`config.mk`:
```
export PLATFORM = sky130hd
export DESIGN_NAME = clk_div_monitor
export DESIGN_NICKNAME = d
export VERILOG_FILES = /design/src/rtl/clk_div_pkg.sv /design/src/rtl/div_edge_sampler.sv /design/src/rtl/clk_div_monitor.sv
export SDC_FILE = /design/constraint.sdc
export NUM_CORES = 1
export LEC_CHECK = 0
export ABC_AREA = 1
export CORE_ASPECT_RATIO = 1.1
export CORE_MARGIN = 2
export CORE_UTILIZATION = 53
export DETAILED_ROUTE_END_ITERATION = 16
export PLACE_DENSITY = 0.85
export SLEW_MARGIN = 30
export SYNTH_ARGS = -nofsm -noshare
export SYNTH_HDL_FRONTEND = slang
export SYNTH_SLANG_ARGS = --single-unit
```
`constraint.sdc`:
```
create_clock -name clk -period 7.6 [get_ports clk]
set_clock_uncertainty 0.05 [all_clocks]
set_input_delay 0.76 -clock clk [delete_from_list [all_inputs] [get_ports clk]]
set_output_delay 0.76 -clock clk [all_outputs]
set_load 0.03 [all_outputs]
```
`src/rtl/clk_div_pkg.sv`:
```
package clk_div_pkg;

  localparam int unsigned CNT_W_DEFAULT = 8;

  typedef logic [CNT_W_DEFAULT-1:0] half_cnt_t;

  typedef enum logic {
    ARM_IDLE  = 1'b0,
    ARM_ARMED = 1'b1
  } arm_state_e;

  function automatic int unsigned expected_period(input int unsigned div);
    return 2 * div;
  endfunction

endpackage

```
`src/rtl/div_edge_sampler.sv`:
```
module div_edge_sampler (
  input  logic clk,
  input  logic rst,
  input  logic div_i,
  output logic h0_o,
  output logic h1_o,
  output logic rise0_o,
  output logic rise1_o
);

  logic n_q;
  logic n_hold_q;
  logic p_q;
  logic h0_q;
  logic h1_q;
  logic prev_q;

  always_ff @(negedge clk or posedge rst) begin
    if (rst) begin
      n_q <= 1'b0;
    end else begin
      n_q <= div_i;
    end
  end

  // n_hold_q re-times the negedge sample so the pair register sees n_k and p_k together.
  always_ff @(posedge clk or posedge rst) begin
    if (rst) begin
      n_hold_q <= 1'b0;
      p_q      <= 1'b0;
      h0_q     <= 1'b0;
      h1_q     <= 1'b0;
      prev_q   <= 1'b0;
    end else begin
      n_hold_q <= n_q;
      p_q      <= div_i;
      h0_q     <= n_hold_q;
      h1_q     <= p_q;
      prev_q   <= h1_q;
    end
  end

  assign h0_o    = h0_q;
  assign h1_o    = h1_q;
  assign rise0_o = !prev_q && h0_q;
  assign rise1_o = !h0_q && h1_q;

endmodule

```
`src/rtl/clk_div_monitor.sv`:
```
module clk_div_monitor
  import clk_div_pkg::*;
#(
  parameter int unsigned CNT_W    = CNT_W_DEFAULT,
  parameter int unsigned EXP_DIV  = 5,
  parameter int unsigned DUTY_TOL = 0,
  parameter int unsigned LOCK_CNT = 4
) (
  input  logic             clk,
  input  logic             rst,
  input  logic             en,
  input  logic             div_i,
  output logic [CNT_W-1:0] period_o,
  output logic [CNT_W-1:0] high_o,
  output logic             meas_valid_o,
  output logic             locked_o,
  output logic             ratio_err_o,
  output logic             duty_err_o,
  output logic             overflow_o
);

  localparam int unsigned MW      = CNT_W + 1;
  localparam int unsigned MATCH_W = $clog2(LOCK_CNT + 1);

  localparam logic [CNT_W-1:0]   CNT_MAX   = '1;
  localparam logic [MW-1:0]      CNT_MAX_W = {1'b0, CNT_MAX};
  localparam logic [MW-1:0]      EXP_P     = MW'(expected_period(EXP_DIV));
  localparam logic [MW-1:0]      TOL       = MW'(DUTY_TOL);
  localparam logic [MATCH_W-1:0] MATCH_MAX = MATCH_W'(LOCK_CNT);

  logic h0;
  logic h1;
  logic rise0;
  logic rise1;

  div_edge_sampler u_sampler (
    .clk     (clk),
    .rst     (rst),
    .div_i   (div_i),
    .h0_o    (h0),
    .h1_o    (h1),
    .rise0_o (rise0),
    .rise1_o (rise1)
  );

  arm_state_e arm_q, arm_d;

  logic [CNT_W-1:0]   hc_q, hc_d;
  logic [CNT_W-1:0]   hi_q, hi_d;
  logic [CNT_W-1:0]   period_q, period_d;
  logic [CNT_W-1:0]   high_q, high_d;
  logic               valid_q, valid_d;
  logic               locked_q, locked_d;
  logic               ratio_q, ratio_d;
  logic               duty_q, duty_d;
  logic               ovf_q, ovf_d;
  logic [MATCH_W-1:0] match_q, match_d;

  logic          rise;
  logic          sat;
  logic [MW-1:0] hc_sum;
  logic [MW-1:0] hi_sum;
  logic [MW-1:0] meas_p;
  logic [MW-1:0] meas_h;
  logic [MW-1:0] two_h;
  logic [MW-1:0] duty_diff;

  // Measurement arithmetic runs at CNT_W+1 bits so 2*high never wraps.
  always_comb begin
    rise      = rise0 || rise1;
    sat       = (hc_q == CNT_MAX);
    hc_sum    = {1'b0, hc_q} + MW'(2);
    hi_sum    = {1'b0, hi_q} + MW'(h0) + MW'(h1);
    meas_p    = rise0 ? {1'b0, hc_q} : ({1'b0, hc_q} + MW'(1));
    meas_h    = rise0 ? {1'b0, hi_q} : ({1'b0, hi_q} + MW'(h0));
    two_h     = meas_h << 1;
    duty_diff = (two_h >= meas_p) ? (two_h - meas_p) : (meas_p - two_h);
  end

  always_comb begin
    arm_d    = arm_q;
    hc_d     = hc_q;
    hi_d     = hi_q;
    period_d = period_q;
    high_d   = high_q;
    valid_d  = 1'b0;
    ratio_d  = ratio_q;
    duty_d   = duty_q;
    ovf_d    = ovf_q;
    match_d  = match_q;

    if (!en) begin
      arm_d   = ARM_IDLE;
      hc_d    = '0;
      hi_d    = '0;
      ovf_d   = 1'b0;
      match_d = '0;
    end else if (rise) begin
      if (rise0) begin
        hc_d = CNT_W'(2);
        hi_d = CNT_W'(1) + CNT_W'(h1);
      end else begin
        hc_d = CNT_W'(1);
        hi_d = CNT_W'(1);
      end

      if (arm_q == ARM_IDLE) begin
        arm_d = ARM_ARMED;
      end else if (!sat) begin
        valid_d  = 1'b1;
        period_d = meas_p[CNT_W-1:0];
        high_d   = meas_h[CNT_W-1:0];
        ratio_d  = (meas_p != EXP_P);
        duty_d   = (duty_diff > TOL);
        if (meas_p[CNT_W-1:0] == period_q) begin
          match_d = (match_q == MATCH_MAX) ? match_q : (match_q + MATCH_W'(1));
        end else begin
          match_d = '0;
        end
      end
    end else begin
      hc_d = (hc_sum >= CNT_MAX_W) ? CNT_MAX : hc_sum[CNT_W-1:0];
      hi_d = (hi_sum >= CNT_MAX_W) ? CNT_MAX : hi_sum[CNT_W-1:0];
      if (hc_sum >= CNT_MAX_W) begin
        ovf_d   = 1'b1;
        match_d = '0;
      end
    end

    locked_d = (match_d == MATCH_MAX);
  end

  always_ff @(posedge clk or posedge rst) begin
    if (rst) begin
      arm_q    <= ARM_IDLE;
      hc_q     <= '0;
      hi_q     <= '0;
      period_q <= '0;
      high_q   <= '0;
      valid_q  <= 1'b0;
      locked_q <= 1'b0;
      ratio_q  <= 1'b0;
      duty_q   <= 1'b0;
      ovf_q    <= 1'b0;
      match_q  <= '0;
    end else begin
      arm_q    <= arm_d;
      hc_q     <= hc_d;
      hi_q     <= hi_d;
      period_q <= period_d;
      high_q   <= high_d;
      valid_q  <= valid_d;
      locked_q <= locked_d;
      ratio_q  <= ratio_d;
      duty_q   <= duty_d;
      ovf_q    <= ovf_d;
      match_q  <= match_d;
    end
  end

  assign period_o     = period_q;
  assign high_o       = high_q;
  assign meas_valid_o = valid_q;
  assign locked_o     = locked_q;
  assign ratio_err_o  = ratio_q;
  assign duty_err_o   = duty_q;
  assign overflow_o   = ovf_q;

endmodule

```
**Yosys cells after proc, flatten, opt, wreduce, memory -nomap -nowiden**

Cells that the tools add are included.

- Bits in registers: 47
- Bits of input ports: 4
- Output and inout port bits: 21
- Logic and storage cells: 72

- Add/sub/neg operators: 8
- $lt $le $gt $ge: 4
- Equality and inequality tests: 8
- Mux-type cells: 27
- Bitwise gates (word level): 1
- Reductions and logical operators: 7

Operators by type and width:

| operator | number |
|---|---|
| 8-bit 2-to-1 mux | 7 |
| 3-bit 2-to-1 mux | 7 |
| 9-bit by 8-bit >= comparator with 1-bit output, second input constant | 2 |
| 9-bit 2-to-1 mux | 2 |
| 9-bit subtractor | 2 |
| 8-bit by 1-bit adder with 9-bit output | 1 |
| 8-bit by 1-bit adder with 9-bit output, second input constant | 1 |
| 8-bit by 2-bit adder with 9-bit output, second input constant | 1 |
| 9-bit by 1-bit adder with 9-bit output | 1 |
| 9-bit >= comparator | 1 |
| 9-bit by 1-bit > comparator with 1-bit output, second input constant | 1 |
| 1-bit 2-to-1 mux | 9 |
| 9-bit by 4-bit inequality test with 1-bit output, second input constant | 1 |
| 8-bit == test | 1 |
| 8-bit == test, second input constant | 1 |
| 3-bit == test, second input constant | 2 |
| 2-bit 2-to-1 mux | 2 |
| 2-bit by 1-bit inequality test with 1-bit output, second input constant | 2 |
| 4-bit AND reduction | 1 |
| 3-bit by 1-bit adder with 3-bit output, second input constant | 1 |
| 1-bit by 1-bit adder with 2-bit output, first input constant | 1 |
| 1-bit logical AND | 2 |
| 1-bit zero test | 2 |
| 2-bit inequality test, second input constant | 1 |
| other kinds (3) | 3 |

**Logic depth before layout (Yosys ltp)**

- Word-level depth: 10
- Depth in mapped cells: 22
- Gate-level depth less buffers: 22

**Modules after synthesis**

From an unflattened synthesis, not the netlist that was laid out.

- Cells, all modules: 511
- Area, all modules: 3,703.6 um^2

By module, submodules not included:

| module | times used | cells each | area each (um^2) | sequential area each (um^2) |
|---|---|---|---|---|
| clk_div_monitor | 1 | 500 | 3,532.1 | 1,026.0 |
| div_edge_sampler | 1 | 11 | 171.4 | 150.1 |

==> metrics.cfg <==
[final_layout]
regArea_um2 = 1180
layout_commonest_cell = nand2_1
diodes = 0
final_layout_size_suffix_gt1_share_pct = 5.50
multi_input_area_um2 = 2000
layout_common_cells = nand2_1, inv_1, nor2_1, dfrtp_1, nand3_1
area_growth_syn_to_layout_pct = 11.1
fill_cells = 585
final_nets = 554

[floorplan]
core_area_um2 = 6480
die_y_um = 89.3
start_util_pct = 54.1
dieArea_um2 = 7270
die_w_um = 81.5
io-pin-count = 25
rows = 31

[power]
power_frac_clock_pct = 24.5
p_sw_share_pct = 35.0
p_int_mw = 0.413
p_sw_mw = 0.222
seqPwrFrac_pct = 44.0
comb_power_share_pct = 31.5
p_per_area_nw_per_um2 = 163
leakage_nw = 2.02
vdd_ir_drop_max_v = 0.0000841
p_total_mw = 0.636

[clocking]
cts_resized = 0
clkTransAtPathRegs_ns = 0.08
hold_buffers = 0
post_cts_buffers = 0
clock_latency_ns = 0.30
cts_sinks = 47
cts-htree-levels = 2
cts_tree = built
clockBufferDepth = 2
cts_buffers = 5
root_buffer = clkbuf_8

[route]
drtAntennaViolNets = 0
wl_met3_um = 231
drt_iter0_drc = 169
vias = 3240
highest-signal-layer = met4
dr.pass1.iters = 5
wl_per_cell_um = 12.6
drt-met1-wl_um = 3420
wl_um = 7660
viasPerCell = 5.32
met2_length_um = 3800
drc = 0

[worst_setup_path]
crit_type = input pin to asynchronous set/reset pin
regToRegStartpoint = u_sampler.n_q
critPathCaptureType = asynchronous set/reset pin
r2r_setup_slack_ns = 3.31
critPathMaxFanout = 47
timing.rr.end = u_sampler.n_hold_q
worstSetupStartpointType = input pin
critPathRequiredTime_ns = 4.23
cp_data_arrival_time_ns = 1.70
rr_worst_depth = 0

[timing]
finalSetupViolCount = 0
max_slew_margin_pct = 41.2
finalMaxSlewViolations = 0
setup_tns_ns = 0
finalHoldViolCount = 0
worst_pin_slew_ns = 0.880
rsz0062_at_grt = no

[global_route]
grt_usage_pct = 23.6
grt_pass1_wl_um = 13300
grt-ovfl-total = 0
grt_start_max_net_pins = 48
antenna_found_initial = 0
grt_pass1_vias = 3100

[logic_synthesis]
synthXorXnorAreaFrac_pct = 5.43
avgSynthCellArea_um2 = 6.99
synthSimpleGateAreaFrac_pct = 32.2
synth_top_family_by_area = simple AND/OR/NAND/NOR gates
synth.net_count = 529
syn_inst = 501
ys_warn_count = 0
syn_area_um2 = 3500
synth_edf_count = 0
ys_seq_area_share_pct = 33.6
synth_ff_type = dfrtp_1
synth-compound-area-share_pct = 10.7
ys_async_sr_fraction_pct = 100
synth-seq-cells = 47
synth-adder-area-share_pct = 8.79
muxShareOfSynthArea_pct = 0
ys_types = 39

[run]
drv_cap = 0

[placement]
gp_congestion = 0.928
port_buffers = 24
dp_hpwl_um = 5990

[hold_path]
hold_class = register to register
holdPathEnd = u_sampler.h0_o
min_path_cells = 0
min-delay-start = u_sampler.n_hold_q

[run_status]
outcome = finished, final reports clean

==> power groups by stage <==
stage                     Sequential, mW  Combinational (mW)  Clock [mW]
after floorplan                    0.305               0.123           0
after global placement             0.284               0.193           0
after detailed placement           0.285               0.198           0
after CTS                          0.280               0.199       0.161
after global routing               0.282               0.227       0.171
final                              0.280               0.200       0.156
==> area by class of cell <==
cell class              instances  share of cell area, %
clock buffers                   7                   2.22
clock inverters                 1                  0.129
inverters                      73                   7.04
multi-input cells             374                   51.4
flip-flops and latches         47                   30.2
well taps                      82                   2.64
repair buffers                 25                   6.37
==> state kept, by name, summed over array words and instances (netlist names) <==
register / count
u_sampler.n_q: 1
locked_o: 1
overflow_o: 1
u_sampler.prev_q: 1
ratio_err_o: 1
period_o: 8
u_sampler.h0_o: 1
high_o: 8
u_sampler.n_hold_q: 1
duty_err_o: 1
u_sampler.h1_o: 1
hc_q: 8
meas_valid_o: 1
hi_q: 8
arm_q: 1
match_q: 3
u_sampler.p_q: 1
==> how the worst max path moves through the flow <==
stage	startpoint	to	slack, ns	cells after the start
after floorplan	rst	u_sampler.n_q	1.97	1
after global placement	rst	u_sampler.n_q	2.16	3
after detailed placement	rst	u_sampler.n_q	2.15	3
after CTS	rst	u_sampler.n_q	2.48	3
after global routing	rst	u_sampler.n_q	2.38	3
final	rst	u_sampler.n_q	2.53	3
==> kinds of logic after synthesis <==
| family | Yosys count |
|---|---|
| flops | 47 |
| simple gates | 261 |
| xor+xnor | 20 |
| fa+ha+maj | 24 |
| compound gates | 69 |
| buf+inv | 80 |
==> critical path, cell delays in order <==
cell and delay, ns:
clkdlybuf4s50_1 0.41, inv_2 0.05, buf_4 0.46
==> per-stage QoR <==
step / instance area (µm²) / instances / utilization, % / hold WS, ns / worst slack (ns)
finish: 3890 / 609 / 60.1 / 0.305 / 2.53
global route: 3890 / 609 / 60.1 / 0.330 / 2.38
CTS: 3890 / 609 / 60.1 / 0.308 / 2.48
detailed placement: 3800 / 601 / 58.7 / 0.289 / 2.15
global placement: 3800 / 601 / 58.7 / 0.282 / 2.16
floorplan: 3500 / 501 / - / 0.281 / 1.97
==> cell usage after synthesis, types with 2 or more instances <==
| cell type | number | area (µm²) |
|---|---|---|
| a21oi_1 | 24 | 120 |
| a31oi_1 | 2 | 12.5 |
| buf_4 | 2 | 15.0 |
| clkbuf_1 | 3 | 11.3 |
| clkinv_1 | 2 | 7.51 |
| dfrtp_1 | 46 | 1150 |
| ha_1 | 23 | 288 |
| inv_1 | 70 | 263 |
| nand2_1 | 148 | 556 |
| nand2_2 | 5 | 31.3 |
| nand3_1 | 35 | 175 |
| nand3_2 | 3 | 30.0 |
| nand3b_1 | 3 | 22.5 |
| nand4_1 | 10 | 62.6 |
| nor2_1 | 46 | 173 |
| nor2_2 | 4 | 25.0 |
| o21ai_0 | 32 | 160 |
| o21ai_1 | 2 | 10.0 |
| o21bai_1 | 2 | 15.0 |
| or2_2 | 3 | 18.8 |
| xnor2_1 | 9 | 78.8 |
| xor2_1 | 9 | 78.8 |
| xor2_2 | 2 | 32.5 |
==> layer usage <==
layer	global-route usage, %	vias up
met2	41.3	67
met1	29.0	1520
met4	10.3	0
met5	0	-
li1	-	1639
met3	3.23	14
Note: power is estimated with default switching activity, not from simulation.
